### config.mk
export PLATFORM = sky130hd
export DESIGN_NAME = cp0_regfile
export DESIGN_NICKNAME = d
export VERILOG_FILES = /design/src/rtl/cp0_regfile_pkg.sv /design/src/rtl/cp0_regfile_timer.sv /design/src/rtl/cp0_regfile.sv
export SDC_FILE = /design/constraint.sdc
export NUM_CORES = 1
export LEC_CHECK = 0
export ABC_AREA = 1
export BUFFER_PORTS_ARGS = -buffer_cell sky130_fd_sc_hd__buf_2
export CAP_MARGIN = 20
export CORE_ASPECT_RATIO = 1.5
export CORE_MARGIN = 2
export CORE_UTILIZATION = 54
export CTS_BUF_LIST = sky130_fd_sc_hd__clkbuf_16
export CTS_CLUSTER_SIZE = 30
export DETAILED_ROUTE_END_ITERATION = 6
export PLACE_DENSITY_LB_ADDON = 0.15
export SYNTH_ARGS = -nofsm -noshare
export SYNTH_HDL_FRONTEND = slang
export SYNTH_SLANG_ARGS = --single-unit
### constraint.sdc
create_clock -name clk -period 2.2 [get_ports clk]
set_input_delay 0.22 -clock clk [delete_from_list [all_inputs] [get_ports clk]]
set_output_delay 0.22 -clock clk [all_outputs]
set_load 0.01 [all_outputs]
### src/rtl/cp0_regfile_pkg.sv
// Shared CP0 definitions: register numbers, Status/Cause field positions,
// the exception vector and ExcCode values used by exception_ctrl.
package cp0_regfile_pkg;

    localparam logic [4:0] CP0_BADVADDR = 5'd8;
    localparam logic [4:0] CP0_COUNT    = 5'd9;
    localparam logic [4:0] CP0_COMPARE  = 5'd11;
    localparam logic [4:0] CP0_STATUS   = 5'd12;
    localparam logic [4:0] CP0_CAUSE    = 5'd13;
    localparam logic [4:0] CP0_EPC      = 5'd14;

    localparam logic [31:0] EXC_VECTOR_DEFAULT = 32'hBFC0_0380;

    localparam int STATUS_IE    = 0;
    localparam int STATUS_EXL   = 1;
    localparam int STATUS_IM_LO = 8;
    localparam int STATUS_BEV   = 22;

    localparam int CAUSE_EXC_LO = 2;
    localparam int CAUSE_IP_LO  = 8;
    localparam int CAUSE_HW_LO  = 10;
    localparam int CAUSE_TI     = 30;
    localparam int CAUSE_BD     = 31;

    typedef enum logic [4:0] {
        EXC_INT  = 5'h00,
        EXC_ADEL = 5'h04,
        EXC_ADES = 5'h05,
        EXC_SYS  = 5'h08,
        EXC_BP   = 5'h09,
        EXC_RI   = 5'h0A,
        EXC_OV   = 5'h0C
    } exc_code_e;

    // Status as seen by MFC0; BEV is hard-wired to 1.
    function automatic logic [31:0] pack_status(input logic [7:0] im,
                                                input logic       exl,
                                                input logic       ie);
        logic [31:0] s;
        s = 32'h0000_0000;
        s[STATUS_BEV]         = 1'b1;
        s[STATUS_IM_LO +: 8]  = im;
        s[STATUS_EXL]         = exl;
        s[STATUS_IE]          = ie;
        return s;
    endfunction

    function automatic logic [31:0] pack_cause(input logic       bd,
                                               input logic       ti,
                                               input logic [5:0] hw,
                                               input logic [1:0] sw,
                                               input logic [4:0] exc);
        logic [31:0] c;
        c = 32'h0000_0000;
        c[CAUSE_BD]           = bd;
        c[CAUSE_TI]           = ti;
        c[CAUSE_HW_LO +: 6]   = hw;
        c[CAUSE_IP_LO +: 2]   = sw;
        c[CAUSE_EXC_LO +: 5]  = exc;
        return c;
    endfunction

endpackage

### src/rtl/cp0_regfile_timer.sv
// CP0 Count/Compare timer: divided free-running counter and sticky timer
// interrupt flag.
module cp0_regfile_timer #(
    parameter int COUNT_DIV = 2
) (
    input  logic        clk,
    input  logic        resetn,
    input  logic        count_we,
    input  logic        compare_we,
    input  logic [31:0] wdata,
    output logic [31:0] count,
    output logic [31:0] compare,
    output logic        ti
);

    logic [31:0] count_r;
    logic [31:0] compare_r;
    logic        phase_r;
    logic        ti_r;
    logic        tick_s;
    logic        match_s;

    // Increment enable and timer match, both from registered state.
    always_comb begin
        tick_s  = (COUNT_DIV == 1) ? 1'b1 : phase_r;
        match_s = (count_r == compare_r) && (compare_r != 32'h0000_0000);
    end

    // Timer state; a Count load restarts the divider, a Compare write beats a match.
    always_ff @(posedge clk) begin
        if (!resetn) begin
            count_r   <= 32'h0000_0000;
            compare_r <= 32'h0000_0000;
            phase_r   <= 1'b0;
            ti_r      <= 1'b0;
        end else begin
            if (count_we) begin
                count_r <= wdata;
                phase_r <= 1'b0;
            end else begin
                phase_r <= ~tick_s;
                if (tick_s) begin
                    count_r <= count_r + 32'd1;
                end
            end
            if (compare_we) begin
                compare_r <= wdata;
                ti_r      <= 1'b0;
            end else if (match_s) begin
                ti_r <= 1'b1;
            end
        end
    end

    assign count   = count_r;
    assign compare = compare_r;
    assign ti      = ti_r;

endmodule

### src/rtl/cp0_regfile.sv
// CP0 architectural state: Status/Cause/EPC/BadVAddr plus the timer, MFC0 read
// port, exception/ERET commit and the PC redirect.
module cp0_regfile
    import cp0_regfile_pkg::*;
#(
    parameter logic [31:0] EXC_VECTOR = EXC_VECTOR_DEFAULT,
    parameter int          COUNT_DIV  = 2
) (
    input  logic        clk,
    input  logic        resetn,
    input  logic        mtc0_we,
    input  logic [4:0]  cp0_waddr,
    input  logic [31:0] cp0_wdata,
    input  logic [4:0]  cp0_raddr,
    output logic [31:0] cp0_rdata,
    input  logic        eret,
    input  logic        is_exception,
    input  logic        is_bd,
    input  logic [4:0]  excep_code,
    input  logic [31:0] excep_pc,
    input  logic        we_badvaddr,
    input  logic [31:0] badvaddr,
    input  logic [5:0]  ext_int,
    output logic        is_ie,
    output logic        is_exl,
    output logic [7:0]  int_mask,
    output logic [1:0]  soft_int,
    output logic [5:0]  hardware_int,
    output logic        redirect,
    output logic [31:0] redirect_pc
);

    logic        ie_r;
    logic        exl_r;
    logic [7:0]  im_r;
    logic [1:0]  soft_r;
    logic        bd_r;
    logic [4:0]  exc_r;
    logic [31:0] epc_r;
    logic [31:0] badvaddr_r;

    logic        eret_s;
    logic        mtc0_s;
    logic        count_we_s;
    logic        compare_we_s;
    logic [31:0] count_s;
    logic [31:0] compare_s;
    logic        ti_s;
    logic [5:0]  hw_int_s;

    // Commit priority: exception, then ERET, then MTC0.
    always_comb begin
        eret_s       = eret & ~is_exception;
        mtc0_s       = mtc0_we & ~is_exception & ~eret;
        count_we_s   = mtc0_s && (cp0_waddr == CP0_COUNT);
        compare_we_s = mtc0_s && (cp0_waddr == CP0_COMPARE);
        hw_int_s     = {ext_int[5] | ti_s, ext_int[4:0]};
    end

    cp0_regfile_timer #(
        .COUNT_DIV (COUNT_DIV)
    ) u_timer (
        .clk        (clk),
        .resetn     (resetn),
        .count_we   (count_we_s),
        .compare_we (compare_we_s),
        .wdata      (cp0_wdata),
        .count      (count_s),
        .compare    (compare_s),
        .ti         (ti_s)
    );

    // Status/Cause/EPC/BadVAddr state; a nested exception keeps EPC and BD.
    always_ff @(posedge clk) begin
        if (!resetn) begin
            ie_r       <= 1'b0;
            exl_r      <= 1'b0;
            im_r       <= 8'h00;
            soft_r     <= 2'b00;
            bd_r       <= 1'b0;
            exc_r      <= 5'h00;
            epc_r      <= 32'h0000_0000;
            badvaddr_r <= 32'h0000_0000;
        end else if (is_exception) begin
            exc_r <= excep_code;
            exl_r <= 1'b1;
            if (!exl_r) begin
                epc_r <= excep_pc;
                bd_r  <= is_bd;
            end
            if (we_badvaddr) begin
                badvaddr_r <= badvaddr;
            end
        end else if (eret_s) begin
            exl_r <= 1'b0;
        end else if (mtc0_s) begin
            case (cp0_waddr)
                CP0_STATUS: begin
                    im_r  <= cp0_wdata[STATUS_IM_LO +: 8];
                    exl_r <= cp0_wdata[STATUS_EXL];
                    ie_r  <= cp0_wdata[STATUS_IE];
                end
                CP0_CAUSE: soft_r <= cp0_wdata[CAUSE_IP_LO +: 2];
                CP0_EPC:   epc_r  <= cp0_wdata;
                default: ;
            endcase
        end
    end

    // MFC0 read mux; returns pre-write values and zero for unimplemented regs.
    always_comb begin
        case (cp0_raddr)
            CP0_BADVADDR: cp0_rdata = badvaddr_r;
            CP0_COUNT:    cp0_rdata = count_s;
            CP0_COMPARE:  cp0_rdata = compare_s;
            CP0_STATUS:   cp0_rdata = pack_status(im_r, exl_r, ie_r);
            CP0_CAUSE:    cp0_rdata = pack_cause(bd_r, ti_s, hw_int_s, soft_r, exc_r);
            CP0_EPC:      cp0_rdata = epc_r;
            default:      cp0_rdata = 32'h0000_0000;
        endcase
    end

    // Zero-latency redirect; ERET returns to the registered EPC.
    always_comb begin
        redirect = is_exception | eret;
        if (is_exception) begin
            redirect_pc = EXC_VECTOR;
        end else if (eret) begin
            redirect_pc = epc_r;
        end else begin
            redirect_pc = 32'h0000_0000;
        end
    end

    assign is_ie        = ie_r;
    assign is_exl       = exl_r;
    assign int_mask     = im_r;
    assign soft_int     = soft_r;
    assign hardware_int = hw_int_s;

endmodule

==> impl_metrics.ini, run 1 <==
[status]
status = completed

[synthesis]
yosys_warnings = 0
synth.area.top_cells = dfxtp_1 (35%), nand2_1 (12%), nor2_1 (8.9%)
synth_nets = 1413
syn_avg_cell_area_um2 = 6.581
yosysTopAreaCellShare_pct = 34.95
synth_edf_count = 0
syn_area_mm2 = 0.008477
ys_types = 42
ys.flop_type = dfxtp_1
ys_seq_elements = 148
synth_cells = 1288
yosysTopAreaCell = dfxtp_1
ys_seq_area_share_pct = 34.95
synthArstFlopShare_pct = 0

[final_layout]
regArea_mm2 = 0.002963
syn2layout_area_growth_pct = 21.88
drive_gt1_share_pct = 20.43
diodes = 0
fillers = 1495
multi_input_area_mm2 = 0.004576
fin_nets = 1595

[power]
power.share.sequential_pct = 42.8
p_switching_mw = 1.788
power_frac_comb_pct = 11.2
totalPowerFinal_mw = 6.738
ir_worst_vdd_uv = 523.0
p_clk_share_pct = 46.0
p_int_mw = 4.950
p_sw_share_pct = 26.54
p_per_area_mw_per_mm2 = 652.2
p_leak_nw = 4.623

[global_routing]
use_met2_pct = 66.70
grt_pass1_vias = 8734
grt_pass1_wl_mm = 48.13
antenna_found_initial = 0
grt_max_degree = 61
gr-total-overflow = 0
grt-busiest-layer = met2
met3_usage_pct = 5.673
grt_use_met1_pct = 41.74
grtUsageTotal_pct = 38.28

[worst_hold_path]
hp-class = input pin to register
holdPathEnd = badvaddr_r[14]$_SDFFE_PN0P_
min_path_cells = 3
hold_start = badvaddr[14]

[clock_tree]
cts_buffers = 17
holdBufCountCts = 0
cts_buffer_depth = 2
cts_max_level = 4
cts.repair.resized = 0
clock_sinks = 148
cts-root-buf = clkbuf_16
cts_tree = done
clk_latency_ns = 0.43
clk_pin_slew_ns = 0.07
post_cts_buffers = 0

[sta]
setup_viol = 0
slew_viol_final = 0
finalHoldViolCount = 0
rsz0062_at_grt = false
clock_skew_ns = 0.009258
fin_crit_sh_pct = 91.71
fmax_ghz = 0.4957
slew_headroom_pct = 38.93
period_needed_ns = 2.018
tightest_slew_ns = 0.9150
tns_ns = 0

[critical_path]
start_kind = input pin
rrSetupSlack_ns = 0.34
r2r_end = u_timer.count[9]$_SDFFE_PN0P_
arrival_ns = 1.80
setup.worst_path.end_class = output pin
worstReg2RegStart = u_timer.count[2]$_SDFFE_PN0P_
criticalPathCategory = input pin to output pin
cp.required_ns = 1.98
r2r_cells = 7
crit_fanout = 18

[floorplan]
start_util_pct = 54.74
ios = 207
design.core.area_mm2 = 0.01548
chipHeight_um = 157.5
rows = 56
die-width_um = 106.3
fp.dieArea_mm2 = 0.01674

[place]
place.gp.congestion = 1.055
io_buffers = 206
place_hpwl_mm = 24.61

[detailed_routing]
wl_per_cell_um = 19.03
drc_errors = 0
via_count = 9503
first_iter_violations = 887
routed_via_density = 5.636
ant_nets = 0
drt-total-wl_mm = 32.09
drtPass1Iterations = 6

[job]
maxCapViolations = 0
-- synthesized netlist by cell type, types with 6 or more instances --
cell type	instances
buf_2	9
nor2_1	200
o211ai_1	22
nand4_1	6
a21oi_1	82
a211oi_2	11
a31oi_1	16
o21ai_0	121
nand2_1	279
a211oi_1	22
clkbuf_1	49
xnor2_1	18
inv_1	144
dfxtp_1	148
o22ai_2	7
nand3_1	42
o22ai_1	18
a22oi_1	22
nor3_1	9
buf_6	7
xor2_1	14
buf_4	7
-- metal layers --
layer	up-vias	part of all wire [%]
li1	4591	-
met1	4281	36
met2	509	49
met3	122	7.0
met4	0	8.1
met5	-	0
-- power groups by stage --
stage	clock network [mW]	logic (mW)	registers [mW]
final	3.10	0.757	2.88
after global routing	3.20	0.839	2.89
after CTS	3.11	0.748	2.88
after detailed placement	0	0.745	2.94
after global placement	0	0.738	2.94
after floorplan	0	0.432	2.89
-- per-stage QoR --
step	util [%]	hold WS (ns)	area, um2	worst slack, ns	instances
final	66.72	0.03894	10330	0.1825	1686
after global routing	66.72	0.05625	10330	0.04393	1686
after CTS	66.72	0.03459	10330	0.1867	1686
after detailed placement	62.73	0.4696	9713	0.1957	1654
after global placement	62.73	0.4591	9713	0.2083	1654
after floorplan	-	0.3683	8477	0.6617	1288
-- final cells by class --
type | count | area share [%]
Tap cell | 203 | 2.459
Clock buffer | 17 | 4.118
Timing Repair Buffer | 241 | 13.25
Multi-Input combinational cell | 915 | 44.29
Sequential cell | 148 | 28.68
Clock inverter | 15 | 1.865
Inverter | 147 | 5.341
-- layout by cell type, fill, tap and decap left out, types with 16 or more instances in the layout --
master	n
a22oi_1	22
nor2_1	200
o21ai_0	121
nand3_1	42
a21oi_1	82
buf_4	29
a31oi_1	16
o22ai_1	18
dfxtp_1	148
nand2_1	279
a211oi_1	22
xnor2_1	18
buf_2	206
clkbuf_16	17
o211ai_1	22
inv_1	146
-- worst max path at each step --
stage | startpoint | depth (start not counted) | to | slack (ns)
CTS | cp0_raddr[1] | 8 | cp0_rdata[8] | 0.19
global route | cp0_raddr[1] | 8 | cp0_rdata[8] | 0.04
finish | cp0_raddr[1] | 8 | cp0_rdata[8] | 0.18
detailed placement | cp0_raddr[1] | 8 | cp0_rdata[8] | 0.20
floorplan | u_timer.count[0]$_SDFFE_PN0P_ | 9 | u_timer.count[18]$_SDFFE_PN0P_ | 0.66
global placement | cp0_raddr[1] | 8 | cp0_rdata[8] | 0.21
-- critical path, stage by stage --
cell	delay, ns
buf_2	0.10
nor2_1	0.20
nand3b_1	0.11
inv_1	0.46
buf_4	0.28
a21oi_1	0.08
o211ai_1	0.15
buf_2	0.19
-- flip-flops by register name (all words and copies together), names as in the netlist --
register         flops
u_timer.ti           1
u_timer.count       32
epc_r               32
is_ie                1
int_mask             8
soft_int             2
u_timer.compare     32
bd_r                 1
u_timer.phase_r      1
badvaddr_r          32
is_exl               1
exc_r                5
-- cells by family (layout without fill, tap and decap cells) --
group,Yosys count,count (layout),synth area share [%]
compound gates,333,333,24.37
xor+xnor,32,32,3.306
fa+ha+maj,1,1,0.1476
buf+inv,225,420,11.07
flops,148,148,34.95
simple gates,549,549,26.15
(Power assumes the default switching activity.)
==> run 2: changes to the inputs <==
- CORE_UTILIZATION: 54 -> 55
- SYNTH_HIERARCHICAL: not set -> 1
==> run 2 against run 1 <==
  * Critical path type unchanged
  * Highest routed layer unchanged
  * Critical path depth is 1 lower
  * Largest cell class unchanged
  * Combinational power is 5.2% higher
  * Non-clock buffer count is 1 lower
  * Worst hold slack worse by 0.025 ns
  * Area after synthesis is 4.6% higher
  * Routed wire length is 1.3% lower
  * First-iteration DRC count is 9.5% higher
  * Largest power group unchanged
  * Core utilization is 1.6 points higher
  * Sequential share of layout area is 1.0 points lower
==> impl_metrics.ini, run 2 <==
[status]
status = completed

[critical_path]
arrival_ns = 1.65
cp_slowest_stage_delay_ns = 0.54
cp.required_ns = 1.98
start_kind = input pin
criticalPathCategory = input pin to output pin
worstReg2RegStart = u_timer/count[1]$_SDFFE_PN0P_
worstSetupStartpoint = cp0_raddr[4]
cp_cell_sequence = buf_2 -> inv_1 -> nand3_2 -> nor2_2 -> a22oi_1 -> nand2_1 -> buf_2
crit_family = simple AND/OR/NAND/NOR gates
path_buf_inv = 3
rrSetupSlack_ns = 0.40
cpMaxStageDelayCell = nor2_2
worst_path_most_repeated_cell = buf_2
setup.worst_path.end_class = output pin
crit_fanout = 10

[clock_tree]
cts.repair.resized = 0
clk_latency_ns = 0.43
cts_buffers = 17
post_cts_buffers = 0
cts_buffer_depth = 2
cts_max_level = 4
cts-root-buf = clkbuf_16
clock_sinks = 148
clk_pin_slew_ns = 0.07
holdBufCountCts = 0
cts_tree = done

[global_routing]
grt_pass1_vias = 9641
antenna_found_initial = 0
gr-total-overflow = 0
grt_max_degree = 120
grtUsageTotal_pct = 35.95
grt_pass1_wl_mm = 48.40

[synthesis]
ys_seq_area_share_pct = 33.43
syn_avg_cell_area_um2 = 6.172
syn_area_mm2 = 0.008864
yosys_warnings = 6
synth_nets = 1561
ys.flop_type = dfxtp_1
synth_edf_count = 0
synth_commonest_cells = nand2_1 (405), nor2_1 (276), dfxtp_1 (148), inv_1 (91), o21ai_0 (86)
synth_cells = 1436
ys_seq_elements = 148
yosysTopAreaCellShare_pct = 33.43
ys_types = 36
synth.area.top_cells = dfxtp_1 (33%), nand2_1 (17%), nor2_1 (12%)
synthArstFlopShare_pct = 0
yosysTopAreaCell = dfxtp_1
synthMostInstantiatedCell = nand2_1

[detailed_routing]
ant_nets = 0
drtPass1Iterations = 7
drt-total-wl_mm = 31.67
routed_via_density = 5.623
via_count = 10300
first_iter_violations = 971
wl_per_cell_um = 17.30
drc_errors = 0

[place]
place.gp.congestion = 1.024
place_hpwl_mm = 23.33
placed_cells = 1799
io_buffers = 206

[sta]
tightest_slew_ns = 0.7349
clock_skew_ns = 0.009183
rsz0062_at_grt = false
slew_headroom_pct = 50.95
finalHoldViolCount = 0
fin_crit_sh_pct = 84.93
fmax_ghz = 0.5352
setup_viol = 0
tns_ns = 0
period_needed_ns = 1.868
slew_viol_final = 0

[final_layout]
syn2layout_area_growth_pct = 20.98
fin_nets = 1740
diodes = 0
layout.cells.non_filler = 1831
drive_gt1_share_pct = 20.09
final_common_cell = nand2_1
mostFrequentLayoutCells = nand2_1 (405), nor2_1 (275), buf_2 (206)

[floorplan]
chipHeight_um = 159.5
die-width_um = 107.7
rows = 56
fp.dieArea_mm2 = 0.01717
start_util_pct = 56.47
ios = 207
design.core.area_mm2 = 0.01570

[power]
p_leak_nw = 4.987
ir_worst_vdd_uv = 440.6
totalPowerFinal_mw = 6.815
p_per_area_mw_per_mm2 = 635.5

[worst_hold_path]
hold_start = excep_code[1]
hp-class = input pin to register

[job]
maxCapViolations = 0
==> run 2: changes by cell type in the layout (fill, tap and decap cells not counted), sizes merged, moves of 31 or more <==
| cell | before | now |
|---|---|---|
| inv | 148 | 108 |
| a21boi | 0 | 31 |
| nand3 | 43 | 78 |
| nor2 | 205 | 300 |
| o21ai | 123 | 91 |
| nand2 | 282 | 415 |
| a211oi | 33 | 0 |
==> run 2: kinds of logic (layout without fill, tap and decap cells) <==
logic type      count (synthesis)  in the layout  synth area share (%)
xor+xnor                       28             28                 2.767
simple gates                  834            834                 39.30
buf+inv                       181            373                 8.470
compound gates                244            244                 15.89
flops                         148            148                 33.43
fa+ha+maj                       1              1                0.1411
==> run 2: worst paths after layout <==
check / endpoint / cells after the start
worst max-delay path: cp0_rdata[0] / 7
worst min-delay path: exc_r[1]$_SDFFE_PN0P_ / 3
worst max register to register: u_timer/count[18]$_SDFFE_PN0P_ / 8
worst min register to register: badvaddr_r[14]$_SDFFE_PN0P_ / 2
==> run 2: per-layer routing <==
layer / global-route usage [%] / up-vias / wire (um)
li1: - / 4957 / -
met1: 39.12 / 4582 / 11090
met2: 59.86 / 591 / 15060
met3: 6.017 / 166 / 2653
met4: 29.60 / 0 / 2869
met5: 0 / - / 0
==> run 2: final cells by class <==
class	count	area, um2
clock buffer	17	425.4
clock inverter	15	207.7
fill	1503	4972
inverter	101	379.1
multi-input combinational	1107	5170
sequential	148	2963
tap	203	254.0
timing repair buffer	240	1324
==> run 2: worst register-to-register path, delay by kind of cell, from the launching register on <==
| family | cells | cell delay, ns |
|---|---|---|
| adder cells (fa/ha/maj) | 1 | 0.23 |
| AND/OR/NAND/NOR | 6 | 0.92 |
| AO/OA/AOI/OAI | 1 | 0.07 |
| flip-flops | 1 | 0.46 |
==> run 2: stage by stage <==
step / util, % / hold slack [ns] / cell area (um2) / worst slack, ns
6_report: 68.32 / 0.01386 / 10720 / 0.3315
5_1_grt: 68.32 / 0.04307 / 10720 / 0.2200
4_1_cts: 68.32 / 0.01412 / 10720 / 0.3719
3_5_place_dp: 64.29 / 0.4486 / 10090 / 0.1166
3_3_place_gp: 64.29 / 0.4404 / 10090 / 0.1779
2_1_floorplan: - / 0.3549 / 8864 / 0.3932
==> run 2: power breakdown <==
| part | switching [mW] | leakage [nW] | total (mW) | internal [mW] |
|---|---|---|---|---|
| sequential | 0.0815 | 1.21 | 2.86 | 2.78 |
| combinational | 0.505 | 3.47 | 0.796 | 0.291 |
| clock | 1.31 | 0.313 | 3.15 | 1.85 |
| total | 1.90 | 4.99 | 6.81 | 4.92 |
==> run 3: changes to the inputs <==
- clock period: 2.2 -> 1.8 ns (I/O delays scaled with it)
==> run 3 against run 2 <==
  * Clock skew is 0.0030 ns lower
  * Global-route usage up 1.3 points
  * Combinational power is 29% higher
  * Critical path depth shrank 1
  * Critical path type is now register to output pin
  * Largest power group unchanged
==> impl_metrics.ini, run 3 (synthesis gave the netlist of run 2 again) <==
[status]
status = completed

[clock_tree]
clk_pin_slew_ns = 0.07
post_cts_buffers = 0
cts_tree = done
cts_buffer_depth = 2
clk_latency_ns = 0.43
cts-root-buf = clkbuf_16
cts_max_level = 4
cts_buffers = 17
clock_sinks = 148

[final_layout]
mostFrequentLayoutCells = nand2_1 (404), nor2_1 (274), buf_2 (206)
final_common_cell = nand2_1
layout.cells.non_filler = 1867
regArea_mm2 = 0.002963
fin_nets = 1776
fillers = 1465
multi_input_area_mm2 = 0.005175
drive_gt1_share_pct = 21.41
syn2layout_area_growth_pct = 24.69

[floorplan]
chipHeight_um = 159.5
fp.dieArea_mm2 = 0.01717
ios = 207
start_util_pct = 56.47
design.core.area_mm2 = 0.01570
rows = 56
die-width_um = 107.7

[global_routing]
gr-total-overflow = 0
antenna_found_initial = 1
grt_pass1_vias = 9899
grt_pass1_wl_mm = 49.94
grt_max_degree = 97
grtUsageTotal_pct = 37.23

[sta]
period_needed_ns = 1.752
slew_headroom_pct = 64.22
setup_viol = 0
finalHoldViolCount = 0
tns_ns = 0
rsz0062_at_grt = false
clock_skew_ns = 0.006225
hold_slack_ns = 0.001431
fmax_ghz = 0.5707
slew_viol_final = 0
fin_crit_sh_pct = 97.35
tightest_slew_ns = 0.5367

[detailed_routing]
first_iter_violations = 1000
via_count = 10380
drc_errors = 0
highest_layer = met4
ant_nets = 0
drt-total-wl_mm = 32.34
wl_met1_mm = 11.52
routed_via_density = 5.560
dr_wl_met2_mm = 15.88
drtPass1Iterations = 5
met3_length_mm = 2.284
wl_per_cell_um = 17.32

[worst_hold_path]
hold_start = badvaddr[23]
hp-class = input pin to register

[critical_path]
r2r_end = u_timer/count[16]$_SDFFE_PN0P_
cp_slowest_stage_delay_ns = 0.34
crit_family = simple AND/OR/NAND/NOR gates
crit_fanout = 3
path_buf_inv = 1
arrival_ns = 1.57
cp.required_ns = 1.62
cp_num_cells = 6
worstReg2RegStart = u_timer/count[0]$_SDFFE_PN0P_
worst_path_most_repeated_cell = nand2_1
start_kind = register
cpMaxStageDelayCell = dfxtp_1
worstSetupStartpoint = u_timer/ti$_SDFFE_PP0P_
cp_cell_sequence = or2_2 -> nand2_1 -> nand2_2 -> nor2_2 -> nand2_1 -> buf_2
criticalPathCategory = register to output pin
r2r_cells = 8
setup.worst_path.end_class = output pin
rrSetupSlack_ns = 0.15
crit_end = cp0_rdata[15]

[power]
ir_worst_vdd_uv = 423.3
p_leak_nw = 5.154
p_clk_share_pct = 44.9
p_per_area_mw_per_mm2 = 743.4
p_switching_mw = 2.226
p_sw_share_pct = 27.09
power.share.sequential_pct = 42.5
p_int_mw = 5.990
power_frac_comb_pct = 12.5

[place]
place_hpwl_mm = 24.33
placed_cells = 1828
place.gp.congestion = 0.9907
io_buffers = 206

[job]
maxCapViolations = 0
[run 3: area by class of cell]
type	count	area share [%]
clock inverters	14	1.619
inverters	101	3.430
clock buffers	17	3.849
well taps	203	2.298
repair buffers	276	15.15
flip-flops and latches	148	26.81
multi-input cells	1107	46.82
diodes	1	0.02264
[run 3: power groups by stage]
stage               registers, mW  logic, mW  clock network, mW
finish                       3.49       1.03               3.69
global route                 3.51       1.13               3.85
CTS                          3.49       1.02               3.71
detailed placement           3.57      0.998                  0
global placement             3.56      0.986                  0
floorplan                    3.54      0.571                  0
[run 3: worst min path at each step]
stage | endpoint | slack [ns] | cells after the start
final | badvaddr_r[23]$_SDFFE_PN0P_ | 0.001 | 3
after global routing | badvaddr_r[5]$_SDFFE_PN0P_ | 0.007 | 3
after CTS | badvaddr_r[5]$_SDFFE_PN0P_ | 0.0009 | 3
after detailed placement | exc_r[2]$_SDFFE_PN0P_ | 0.41 | 3
after global placement | exc_r[1]$_SDFFE_PN0P_ | 0.41 | 3
after floorplan | u_timer/compare[15]$_SDFFE_PN0P_ | 0.31 | 2
[run 3: repair_timing]
item                                    CTS  global route
hold endpoints to repair                  7             0
gates resized for setup                   0             2
endpoints found under the setup margin    0             1
hold buffers                              7             0
[run 3: routing by layer]
metal,track usage (%),vias to the layer above
li1,-,5032
met1,40.85,4648
met2,64.01,541
met3,5.117,159
met4,27.39,0
met5,0,-
[run 3: worst min-delay path: stages]
cell and delay (ns):
buf_2 0.07, o21ai_0 0.07, nor2_1 0.07
[run 3: through the flow]
stage               setup WS [ns]  power, mW  util [%]  cell area [um2]
finish                    0.04778      8.216     70.42            11050
global route             0.007957      8.486     70.42            11050
global placement           0.1249      4.548     66.07            10370
floorplan                 0.03324      4.107         -             8864
detailed placement        0.08565      4.564     66.07            10370
CTS                      0.008861      8.223     70.37            11040
